[src/rtl/pw_trigger_sequencer.sv]
// Multi-pulse trigger generator: per-pulse delay and width, clamped pulse count, global enable.
// All outputs are registered; a match while busy is counted as ignored, never retriggered.
module pw_trigger_sequencer #(
    parameter int unsigned pNUM_TRIGGER_PULSES = 8,
    parameter int unsigned pNUM_TRIGGER_WIDTH  = 4,
    parameter int unsigned pCNT_WIDTH          = 24
) (
    input  logic                                        trigger_clk,
    input  logic                                        reset_n,
    input  logic                                        I_match,
    input  logic                                        I_trigger_enable,
    input  logic [pNUM_TRIGGER_WIDTH-1:0]               I_num_triggers,
    input  logic [pCNT_WIDTH*pNUM_TRIGGER_PULSES-1:0]   I_trigger_delay,
    input  logic [pCNT_WIDTH*pNUM_TRIGGER_PULSES-1:0]   I_trigger_width,
    input  logic                                        I_clear_ignored,
    output logic                                        O_trigger,
    output logic                                        O_busy,
    output logic [pNUM_TRIGGER_WIDTH-1:0]               O_pulse_index,
    output logic                                        O_done,
    output logic [7:0]                                  O_ignored_count
);

    typedef enum logic [1:0] {StIdle, StDelay, StPulse} state_e;

    localparam logic [pNUM_TRIGGER_WIDTH-1:0] MaxPulses = pNUM_TRIGGER_WIDTH'(pNUM_TRIGGER_PULSES);
    localparam logic [pNUM_TRIGGER_WIDTH-1:0] IdxOne    = pNUM_TRIGGER_WIDTH'(1);
    localparam logic [pCNT_WIDTH-1:0]         CntOne    = pCNT_WIDTH'(1);

    state_e                          state_q, state_d;
    logic [pCNT_WIDTH-1:0]           cnt_q, cnt_d;
    logic [pNUM_TRIGGER_WIDTH-1:0]   idx_q, idx_d;
    logic [pNUM_TRIGGER_WIDTH-1:0]   num_q, num_d;
    logic                            trigger_q, trigger_d;
    logic                            busy_q, busy_d;
    logic                            done_q, done_d;
    logic [7:0]                      ign_q, ign_d;

    logic [pNUM_TRIGGER_WIDTH-1:0]   dly_sel;
    logic [pCNT_WIDTH-1:0]           dly_raw, wid_raw, g_eff, w_eff;

    // Delay/width are read only at the moment their counter loads.
    always_comb begin
        dly_sel = (state_q == StIdle) ? '0 : idx_q + IdxOne;
        dly_raw = '0;
        wid_raw = '0;
        for (int i = 0; i < int'(pNUM_TRIGGER_PULSES); i++) begin
            if (dly_sel == pNUM_TRIGGER_WIDTH'(i)) begin
                dly_raw = I_trigger_delay[i*pCNT_WIDTH +: pCNT_WIDTH];
            end
            if (idx_q == pNUM_TRIGGER_WIDTH'(i)) begin
                wid_raw = I_trigger_width[i*pCNT_WIDTH +: pCNT_WIDTH];
            end
        end
        g_eff = (dly_raw == '0) ? CntOne : dly_raw;
        w_eff = (wid_raw == '0) ? CntOne : wid_raw;
    end

    always_ff @(posedge trigger_clk or negedge reset_n) begin
        if (!reset_n) begin
            state_q   <= StIdle;
            cnt_q     <= '0;
            idx_q     <= '0;
            num_q     <= '0;
            trigger_q <= 1'b0;
            busy_q    <= 1'b0;
            done_q    <= 1'b0;
            ign_q     <= '0;
        end else begin
            state_q   <= state_d;
            cnt_q     <= cnt_d;
            idx_q     <= idx_d;
            num_q     <= num_d;
            trigger_q <= trigger_d;
            busy_q    <= busy_d;
            done_q    <= done_d;
            ign_q     <= ign_d;
        end
    end

    always_comb begin
        state_d = state_q;
        cnt_d   = cnt_q;
        idx_d   = idx_q;
        num_d   = num_q;
        case (state_q)
            StIdle: begin
                if (I_match && I_trigger_enable) begin
                    if (I_num_triggers == '0) begin
                        num_d = IdxOne;
                    end else if (I_num_triggers > MaxPulses) begin
                        num_d = MaxPulses;
                    end else begin
                        num_d = I_num_triggers;
                    end
                    idx_d = '0;
                    if (dly_raw == '0) begin
                        state_d = StPulse;
                        cnt_d   = w_eff;
                    end else begin
                        state_d = StDelay;
                        cnt_d   = dly_raw;
                    end
                end
            end
            StDelay: begin
                if (!I_trigger_enable) begin
                    state_d = StIdle;
                    cnt_d   = '0;
                    idx_d   = '0;
                end else if (cnt_q == CntOne) begin
                    state_d = StPulse;
                    cnt_d   = w_eff;
                end else begin
                    cnt_d = cnt_q - CntOne;
                end
            end
            StPulse: begin
                if (!I_trigger_enable) begin
                    state_d = StIdle;
                    cnt_d   = '0;
                    idx_d   = '0;
                end else if (cnt_q == CntOne) begin
                    // num_q >= 1, so the subtraction cannot wrap.
                    if (idx_q < num_q - IdxOne) begin
                        state_d = StDelay;
                        idx_d   = idx_q + IdxOne;
                        cnt_d   = g_eff;
                    end else begin
                        state_d = StIdle;
                        idx_d   = '0;
                        cnt_d   = '0;
                    end
                end else begin
                    cnt_d = cnt_q - CntOne;
                end
            end
            default: begin
                state_d = StIdle;
                cnt_d   = '0;
                idx_d   = '0;
            end
        endcase
    end

    always_comb begin
        trigger_d = (state_d == StPulse);
        busy_d    = (state_d != StIdle);
        done_d    = (state_q == StPulse) && (state_d == StIdle) && I_trigger_enable;
        ign_d     = ign_q;
        if (I_clear_ignored) begin
            ign_d = '0;
        end else if (I_match && (state_q != StIdle) && (ign_q != 8'hFF)) begin
            ign_d = ign_q + 8'd1;
        end
    end

    assign O_trigger       = trigger_q;
    assign O_busy          = busy_q;
    assign O_pulse_index   = idx_q;
    assign O_done          = done_q;
    assign O_ignored_count = ign_q;

endmodule
[config.mk]
export PLATFORM = sky130hd
export DESIGN_NAME = pw_trigger_sequencer
export DESIGN_NICKNAME = d
export VERILOG_FILES = /design/src/rtl/pw_trigger_sequencer.sv
export SDC_FILE = /design/constraint.sdc
export NUM_CORES = 1
export LEC_CHECK = 0
export ABC_AREA = 0
export CAP_MARGIN = 30
export CORE_AREA = 10 10 171 141
export DETAILED_ROUTE_END_ITERATION = 8
export DIE_AREA = 0 0 181 151
export MAX_ROUTING_LAYER = met4
export PLACE_DENSITY_LB_ADDON = 0.08
export SLEW_MARGIN = 20
export SYNTH_ARGS = -nofsm -noshare
export SYNTH_HDL_FRONTEND = slang
export SYNTH_SLANG_ARGS = --single-unit
[constraint.sdc]
create_clock -name trigger_clk -period 9.8 [get_ports trigger_clk]
set_clock_uncertainty 0.2 [all_clocks]
set_input_delay 1.47 -clock trigger_clk [delete_from_list [all_inputs] [get_ports trigger_clk]]
set_output_delay 1.47 -clock trigger_clk [all_outputs]
set_load 0.03 [all_outputs]
==> metrics.cfg, run 1 <==
[setup_path]
cp-end-kind = register
worstPathRequired_ns = 9.79
cp_top_family = compound AO/OA/AOI/OAI gates
slowest_delay_ns = 0.75
cp.depth = 14
worst-path-buf-inv = 3
rr_worst_depth = 14
critPathArrivalTime_ns = 5.12
cp_max_fo = 85
cp_cell_sequence = clkinv_1 > ha_2 > buf_4 > o21a_1 > o211ai_1 > o21ai_0 > a222oi_1 > o221ai_1 > nor4_1 > nand4_1 > nor2_1 > buf_4 > o21ai_1 > o221ai_1
crit_slowest_cell = dfrtp_4
startpoint_type = register
worstSetupPathType = register to register

[placement]
dp_cells = 1626
place.gp.congestion = 0.998
dp_hpwl_um = 35300
portBuffers = 407
preCtsSetupSlack_ns = 4.87

[timing]
worst_slack_ns = 4.67
rsz0062_at_grt = no
fmax_ghz = 0.195
fin_crit_ns = 5.13
worst_pin_slew_ns = 0.995
period_share_pct = 52.4
slew_headroom_pct = 32.9
setup_tns_ns = 0
finalSetupViolCount = 0
hold_viol_final = 0
slew_viol_final = 0

[global_route]
busiest_layer = met2
antenna_found_initial = 5
grt_use_met3_pct = 8.87
use_met1_pct = 35.7
grt_max_degree = 86
first_global_vias = 9770
grt_util_met2_pct = 50.4
overflow = 0
grt_pass1_wl_um = 62500
grt_usage_pct = 30.3

[yosys]
postSynthCellCount = 1018
synthTopCellsByArea = dfrtp_1, o21ai_0, a21oi_1, nand2_1, a22oi_1
synth_seq_cells = 45
synth-main-ff-cell = dfrtp_1
synth_area_leader_cell = dfrtp_1
synth_area_per_cell_sq_um = 7.03
seq_area_frac_synth_pct = 15.7
synth.distinct_cells = 76
netlist.area_leader.share_pct = 15.7
syn-num-nets = 1422
synth_edf_count = 0
synthArstFlopShare_pct = 100
syn_area_sq_um = 7150
yosys_warnings = 0

[drt]
drtPass1Iterations = 7
drtAntennaViolNets = 0
routed_wl_um = 43500
drc_errors = 0
num_vias = 10048
avgRoutedWirePerCell_um = 26.5
drtIter0Drc = 1257
routed_via_density = 6.12

[cts]
cts_resized = 0
htreeDepth = 2
post_cts_buffers = 0
insertion_delay_ns = 0.29
numCtsBuffers = 5
clock_sinks = 45
cts_tree = done
clockRootBuffer = clkbuf_16
clk_pin_slew_ns = 0.06
cts_max_path_buffers = 2
ctsHoldBuffers = 0

[pwr]
irDropWorstVdd_uv = 76.4
p_total_w = 0.000896
total_leakage_power_nw = 4.12
p_per_area_nw_per_um2 = 77.3

[outcome]
outcome = finished, final reports clean

[finish]
nFillCells = 2023
final_common_cell = clkdlybuf4s50_1
area_growth_pct = 62.1
finalNonFillerCells = 1643
fin_util_pct = 56.5
layout-drive-gt1-share_pct = 5.12
multi_input_comb_area_sq_um = 5620
mostFrequentLayoutCells = clkdlybuf4s50_1, nand2_1, o21ai_0
num-nets-final = 1771
seq_area_sq_um = 1130

[min_path]
hold_depth = 2
hold_path_class = register to register

[die]
fp-row-count = 47
initial_utilization_pct = 34.8
io_pins = 408
coreArea_sq_um = 20500
chipWidth_um = 181
die_area_sq_um = 27300
fp.dieH_um = 151

[run]
cap_viol_max_count = 0

## synthesized netlist by cell type (all sizes together), types with 4 or more instances
cell type  instances
o311ai             8
nand3             14
dfrtp             45
nor3              16
buf               31
clkbuf            60
o2bb2ai            5
or3                5
nor3b              6
ha                11
xor2              13
nand2b            21
or2                5
nand4              6
mux2              14
a22oi             47
o21a               8
inv               13
a31oi             30
and3               8
nand2            114
o211ai            41
a221o             23
a221oi            37
o21ai            117
a21oi             92
o22ai              4
nor2              64
o31ai              9
xnor2             10
a222oi             8
mux2i             23
and2              26
a22o              11
a211oi             6
nor2b             11
nor4               9
o221ai             9
## cell families after synthesis
| group | synth area share (%) |
|---|---|
| muxes | 5.74 |
| AOI/OAI and AO/OA | 45.8 |
| xor gates and xnor gates | 2.82 |
| DFF | 15.7 |
| and+or+nand+nor | 21.7 |
| buffers and inverters | 6.21 |
| adders and majority gates | 1.92 |
## worst paths after layout
check | from | end | slack, ns
max in group asynchronous | reset_n | cnt_q[1]$_DFFE_PN0P_ | 7.84
worst min-delay path | num_q[1]$_DFFE_PN0P_ | num_q[1]$_DFFE_PN0P_ | 0.32
worst max register to register | O_pulse_index[0]$_DFFE_PN0P_ | cnt_q[3]$_DFFE_PN0P_ | 4.67
min in group asynchronous | reset_n | O_pulse_index[3]$_DFFE_PN0P_ | 1.01
worst max-delay path | O_pulse_index[0]$_DFFE_PN0P_ | cnt_q[3]$_DFFE_PN0P_ | 4.67
worst min register to register | num_q[1]$_DFFE_PN0P_ | num_q[1]$_DFFE_PN0P_ | 0.32
## sequential cells by signal, indices dropped and copies added, names as in the netlist
| register | count |
|---|---|
| O_pulse_index | 4 |
| O_busy | 1 |
| state_q | 2 |
| cnt_q | 24 |
| O_done | 1 |
| O_trigger | 1 |
| O_ignored_count | 8 |
| num_q | 4 |
## layer usage
layer / share of wire [%] / vias to the layer above / wire, um
li1: - / 4659 / -
met5: 0 / - / 0
met4: 2.3 / 0 / 1010
met1: 39 / 4695 / 16900
met2: 48 / 631 / 20900
met3: 11 / 63 / 4650
## layout make-up
type                            count  area share, %
Multi-Input combinational cell    868           48.5
Timing Repair Buffer              433           37.1
Sequential cell                    45           9.74
Tap cell                          269           2.90
Clock buffer                        6           1.11
Inverter                           14          0.453
Antenna cell                        6          0.129
Clock inverter                      2         0.0863
## worst reg2reg max path: stages, from the launching register on
cell,delay (ns)
dfrtp_4,0.75
clkinv_1,0.18
ha_2,0.30
buf_4,0.35
o21a_1,0.56
o211ai_1,0.30
o21ai_0,0.12
a222oi_1,0.62
o221ai_1,0.32
nor4_1,0.25
nand4_1,0.24
nor2_1,0.17
buf_4,0.29
o21ai_1,0.17
o221ai_1,0.22
## metrics by stage
step	instance area (sq um)	hold WS (ns)
6_report	11600	0.318
5_1_grt	11600	0.346
4_1_cts	11600	0.324
3_5_place_dp	11400	0.308
3_3_place_gp	11400	0.299
2_1_floorplan	7150	0.273
## report_power, final
| group | internal (W) | switching (W) | total [W] |
|---|---|---|---|
| clock network | 0.0000939 | 0.0000739 | 0.000168 |
| logic | 0.000253 | 0.000217 | 0.000469 |
| registers | 0.000215 | 0.0000436 | 0.000259 |
No activity file was read; power rests on OpenSTA's default activity.
==> inputs of run 2 (changes only) <==
==> constraint.sdc (replaced) <==
create_clock -name trigger_clk -period 4.6 [get_ports trigger_clk]
set_clock_uncertainty 0.2 [all_clocks]
set_input_delay 0.69 -clock trigger_clk [delete_from_list [all_inputs] [get_ports trigger_clk]]
set_output_delay 0.69 -clock trigger_clk [all_outputs]
set_load 0.03 [all_outputs]
==> run 2 against run 1 <==
Compared with the run above:
- flip-flop and latch count unchanged
- critical path type unchanged
- clock power is 120% higher
- wire length is 4.0% higher
- core utilization rose by 0.87 points
- sequential share of layout area shrank 0.15 points
- design area up 1.5%
- highest routed layer unchanged
- global-route usage up 1.4 points
- critical endpoint is now cnt_q[11]$_DFFE_PN0P_
- sequential power up 110%
- cell count increased by 1.6%
- register-to-register slack got worse by 4.3 ns
==> metrics.cfg, run 2 (same netlist as run 1, synthesis figures left out) <==
[timing]
worst_pin_slew_ns = 0.956
setup_tns_ns = 0
fin_crit_ns = 4.28
hold_viol_final = 0
slew_viol_final = 0
rsz0062_at_grt = no
slew_headroom_pct = 35.6
finalSetupViolCount = 0
period_share_pct = 93.1
fmax_ghz = 0.234
worst_slack_ns = 0.319

[outcome]
outcome = finished, final reports clean

[cts]
clk_pin_slew_ns = 0.07
htreeDepth = 2
ctsHoldBuffers = 0
numCtsBuffers = 5
post_cts_buffers = 0
clock_sinks = 45
cts_resized = 0
cts_max_path_buffers = 2
clockRootBuffer = clkbuf_16
insertion_delay_ns = 0.29
cts_tree = done

[global_route]
overflow = 0
busiest_layer = met2
antenna_found_initial = 9
grt_util_met2_pct = 53.2
grt_max_degree = 52
grt_pass1_wl_um = 66300
use_met1_pct = 38.8
grt_use_met3_pct = 7.13
first_global_vias = 10364
grt_usage_pct = 31.8

[setup_path]
critPathArrivalTime_ns = 4.28
crit_slowest_cell = a222oi_1
cp.depth = 13
cp_top_family = compound AO/OA/AOI/OAI gates
cp_cell_sequence = inv_1 > ha_2 > buf_4 > o21ai_0 > a222oi_1 > buf_4 > a21oi_1 > nor4b_1 > nand4_1 > nor2_1 > buf_4 > o21ai_1 > o21ai_0
path_common_cell = buf_4
worst-path-buf-inv = 4
worstPathRequired_ns = 4.60
cp_max_fo = 20
startpoint_type = register
cp-end-kind = register
slowest_delay_ns = 0.56
reg2reg_setup_slack_ns = 0.32
rr_worst_depth = 13
worstSetupPathType = register to register

[finish]
mostFrequentLayoutCells = clkdlybuf4s50_1, nand2_1, o21ai_0
finalNonFillerCells = 1669
area_growth_pct = 64.6
regMostFlops = cnt_q
num-nets-final = 1794
layout-drive-gt1-share_pct = 6.69
final_common_cell = clkdlybuf4s50_1
largest_reg_flops = 24

[min_path]
hold_path_class = primary input to asynchronous set/reset pin

[die]
die_area_sq_um = 27300
initial_utilization_pct = 34.8
fp-row-count = 47
fp.dieH_um = 151
io_pins = 408
chipWidth_um = 181
coreArea_sq_um = 20500

[drt]
routed_wl_um = 45200
drtIter0Drc = 1366
drc_errors = 0
drtPass1Iterations = 9
drtAntennaViolNets = 0
avgRoutedWirePerCell_um = 27.1
num_vias = 10330
routed_via_density = 6.19

[pwr]
total_leakage_power_nw = 4.23
p_per_area_nw_per_um2 = 166
irDropWorstVdd_uv = 169

[placement]
portBuffers = 407
preCtsSetupSlack_ns = 0.557
dp_hpwl_um = 37600
dp_cells = 1652
place.gp.congestion = 1.05

[run]
cap_viol_max_count = 0

==> run 2: cell types whose count changed in the layout (fill, tap and decap cells not counted), moves of 2 or more <==
cell,previous run,this run
diode_2,6,9
buf_6,2,0
buf_4,22,47
buf_12,0,2
clkinv_2,2,0
==> run 2: path summary, 6_finish.rpt <==
kind | start | endpoint
worst max-delay path | O_pulse_index[1]$_DFFE_PN0P_ | cnt_q[11]$_DFFE_PN0P_
worst min-delay path | reset_n | cnt_q[19]$_DFFE_PN0P_
worst max register to register | O_pulse_index[1]$_DFFE_PN0P_ | cnt_q[11]$_DFFE_PN0P_
worst min register to register | num_q[3]$_DFFE_PN0P_ | num_q[3]$_DFFE_PN0P_
max in group asynchronous | reset_n | O_pulse_index[0]$_DFFE_PN0P_
min in group trigger_clk | num_q[3]$_DFFE_PN0P_ | num_q[3]$_DFFE_PN0P_
==> run 2: cell type report <==
| class | instances | area (sq um) |
|---|---|---|
| Antenna cell | 9 | 22.5 |
| Clock buffer | 5 | 125 |
| Clock inverter | 3 | 25.0 |
| Fill cell | 1961 | 8750 |
| Inverter | 14 | 52.6 |
| Multi-Input combinational cell | 868 | 5620 |
| Sequential cell | 45 | 1130 |
| Tap cell | 269 | 337 |
| Timing Repair Buffer | 456 | 4460 |
==> run 2: report_power, final <==
group          total, W  switching (W)  internal (W)
Clock          0.000375       0.000171      0.000205
Sequential     0.000551      0.0000933      0.000458
Combinational   0.00103       0.000488      0.000543
==> run 2: routing by layer <==
metal  up-vias  part of all wire [%]
met5         -                     0
met4         0                   1.6
met3        52                   9.2
met2       607                    48
met1      4950                    41
li1       4721                     -
==> run 2: through the flow <==
stage / power (W) / instance area [sq um] / hold slack [ns] / utilization, %
2_1_floorplan: 0.000977 / 7150 / 0.194 / -
3_3_place_gp: 0.00156 / 11600 / 0.319 / 56.4
3_5_place_dp: 0.00156 / 11600 / 0.317 / 56.5
4_1_cts: 0.00194 / 11800 / 0.212 / 57.3
5_1_grt: 0.00206 / 11800 / 0.231 / 57.4
6_report: 0.00196 / 11800 / 0.188 / 57.4
==> inputs of run 3 (changes only) <==
--- a/config.mk
+++ b/config.mk
@@ -6,7 +6,6 @@
 export NUM_CORES = 1
 export LEC_CHECK = 0
 export ABC_AREA = 0
-export CAP_MARGIN = 30
 export CORE_AREA = 10 10 171 141
 export DETAILED_ROUTE_END_ITERATION = 8
 export DIE_AREA = 0 0 181 151
==> constraint.sdc (replaced) <==
create_clock -name trigger_clk -period 4.3 [get_ports trigger_clk]
set_clock_uncertainty 0.2 [all_clocks]
set_input_delay 0.645 -clock trigger_clk [delete_from_list [all_inputs] [get_ports trigger_clk]]
set_output_delay 0.645 -clock trigger_clk [all_outputs]
set_load 0.03 [all_outputs]
==> run 3 against run 2 <==
Compared with the run above:
- first-iteration DRC count fell by 8.2%
- critical path depth did not move
- power rose by 9.1%
- sequential power rose by 6.5%
- design area rose by 0.76%
- critical path type unchanged
- combinational power rose by 7%
- largest power group unchanged
==> metrics.cfg, run 3 (same netlist as run 1, synthesis figures left out) <==
[outcome]
outcome = finished, final reports clean

[finish]
mostFrequentLayoutCells = clkdlybuf4s50_1, nand2_1, o21ai_0
seq_area_sq_um = 1130
layout-drive-gt1-share_pct = 7.22
multi_input_comb_area_sq_um = 5640
regMostFlops = cnt_q
num-nets-final = 1802
area_growth_pct = 65.9
largest_reg_flops = 24
final_common_cell = clkdlybuf4s50_1
finalNonFillerCells = 1672
nFillCells = 1952

[global_route]
grt_pass1_wl_um = 63800
first_global_vias = 10174
grt_max_degree = 49
overflow = 0
antenna_found_initial = 4
grt_usage_pct = 31.0

[setup_path]
crit_slowest_cell = dfrtp_4
worst-path-buf-inv = 3
cp_cell_sequence = clkinv_1 > buf_4 > ha_1 > nor3b_2 > buf_4 > a221o_1 > o211ai_1 > a21oi_1 > a221o_1 > or4b_1 > nor4_1 > a31oi_1 > o32ai_2
critPathArrivalTime_ns = 4.04
startpoint_type = register
cp_max_fo = 28
cp-end-kind = register
slowest_delay_ns = 0.50
worstPathRequired_ns = 4.30
worstSetupPathType = register to register
cp_top_family = compound AO/OA/AOI/OAI gates

[die]
die_area_sq_um = 27300
initial_utilization_pct = 34.8
io_pins = 408
chipWidth_um = 181
coreArea_sq_um = 20500
fp.dieH_um = 151
fp-row-count = 47

[cts]
cts_max_path_buffers = 2
clock_sinks = 45
post_cts_buffers = 0
htreeDepth = 2
ctsHoldBuffers = 0
cts_tree = done
clk_pin_slew_ns = 0.07
clockRootBuffer = clkbuf_16
insertion_delay_ns = 0.29
numCtsBuffers = 5

[drt]
met2WireLength_um = 20600
avgRoutedWirePerCell_um = 26.4
highest_layer = met4
wl_met1_um = 17500
routed_via_density = 6.10
num_vias = 10206
drtIter0Drc = 1254
routed_wl_um = 44200
drtAntennaViolNets = 0
drtPass1Iterations = 6
met3_length_um = 4490
drc_errors = 0

[placement]
place.gp.congestion = 1.01
dp_hpwl_um = 36700
preCtsSetupSlack_ns = 0.344
dp_cells = 1660
portBuffers = 407

[timing]
slew_viol_final = 0
worst_slack_ns = 0.258
fmax_ghz = 0.247
finalSetupViolCount = 0
slew_headroom_pct = 33.1
whs_ns = 0.153
rsz0062_at_grt = no
period_share_pct = 94.0
worst_pin_slew_ns = 1.00
fin_crit_ns = 4.04
hold_viol_final = 0
setup_tns_ns = 0

[run]
cap_viol_max_count = 0

[pwr]
p_total_w = 0.00214
total_leakage_power_nw = 4.28
p_per_area_nw_per_um2 = 180
irDropWorstVdd_uv = 225

[min_path]
hold_path_class = primary input to asynchronous set/reset pin

==> run 3: area by class of cell <==
| type | count | area share [%] |
|---|---|---|
| clock inverters | 2 | 0.327 |
| repair buffers | 464 | 38.2 |
| inverters | 14 | 0.443 |
| multi-input cells | 868 | 47.5 |
| diodes | 4 | 0.0844 |
| well taps | 269 | 2.84 |
| clock buffers | 6 | 1.09 |
| flip-flops and latches | 45 | 9.53 |
==> run 3: through the flow <==
stage,utilization (%),instance area (sq um)
floorplan,-,7150
global placement,56.8,11700
detailed placement,56.8,11700
CTS,57.6,11800
global route,57.8,11900
finish,57.8,11900
==> run 3: report_power, final <==
group | switching [W] | internal, W | leakage, nW
clock network | 0.000171 | 0.000276 | 0.0811
logic | 0.000517 | 0.000586 | 3.61
registers | 0.0000972 | 0.000490 | 0.587
total | 0.000785 | 0.00135 | 4.28
==> run 3: path summary, 6_finish.rpt <==
kind / slack, ns / from / cells past startpoint / end
min in group trigger_clk: 0.34 / num_q[3]$_DFFE_PN0P_ / 1 / num_q[3]$_DFFE_PN0P_
max in group asynchronous: 3.25 / reset_n / 1 / O_pulse_index[0]$_DFFE_PN0P_
worst min-delay path: 0.15 / reset_n / 1 / cnt_q[14]$_DFFE_PN0P_
worst max register to register: 0.26 / O_pulse_index[0]$_DFFE_PN0P_ / 13 / cnt_q[0]$_DFFE_PN0P_
worst max-delay path: 0.26 / O_pulse_index[0]$_DFFE_PN0P_ / 13 / cnt_q[0]$_DFFE_PN0P_
worst min register to register: 0.34 / num_q[3]$_DFFE_PN0P_ / 1 / num_q[3]$_DFFE_PN0P_
==> run 3: repair_timing <==
item / CTS / global route
resized for setup: 0 / 3
endpoints found under the setup margin: 0 / 14
endpoints found under the hold margin: 0 / 0
==> run 3: worst reg2reg max path: cells and delay by family, from the launching register on <==
family / cells / cell delay [ns]
buf+inv: 3 / 0.65
compound gates: 6 / 1.28
flops: 1 / 0.50
simple gates: 3 / 0.91
fa+ha+maj: 1 / 0.40
==> run 3: layer usage <==
| metal | up-vias | track usage (%) |
|---|---|---|
| li1 | 4728 | - |
| met1 | 4791 | 36.8 |
| met2 | 602 | 50.0 |
| met3 | 85 | 8.51 |
| met4 | 0 | 10.4 |
| met5 | - | - |
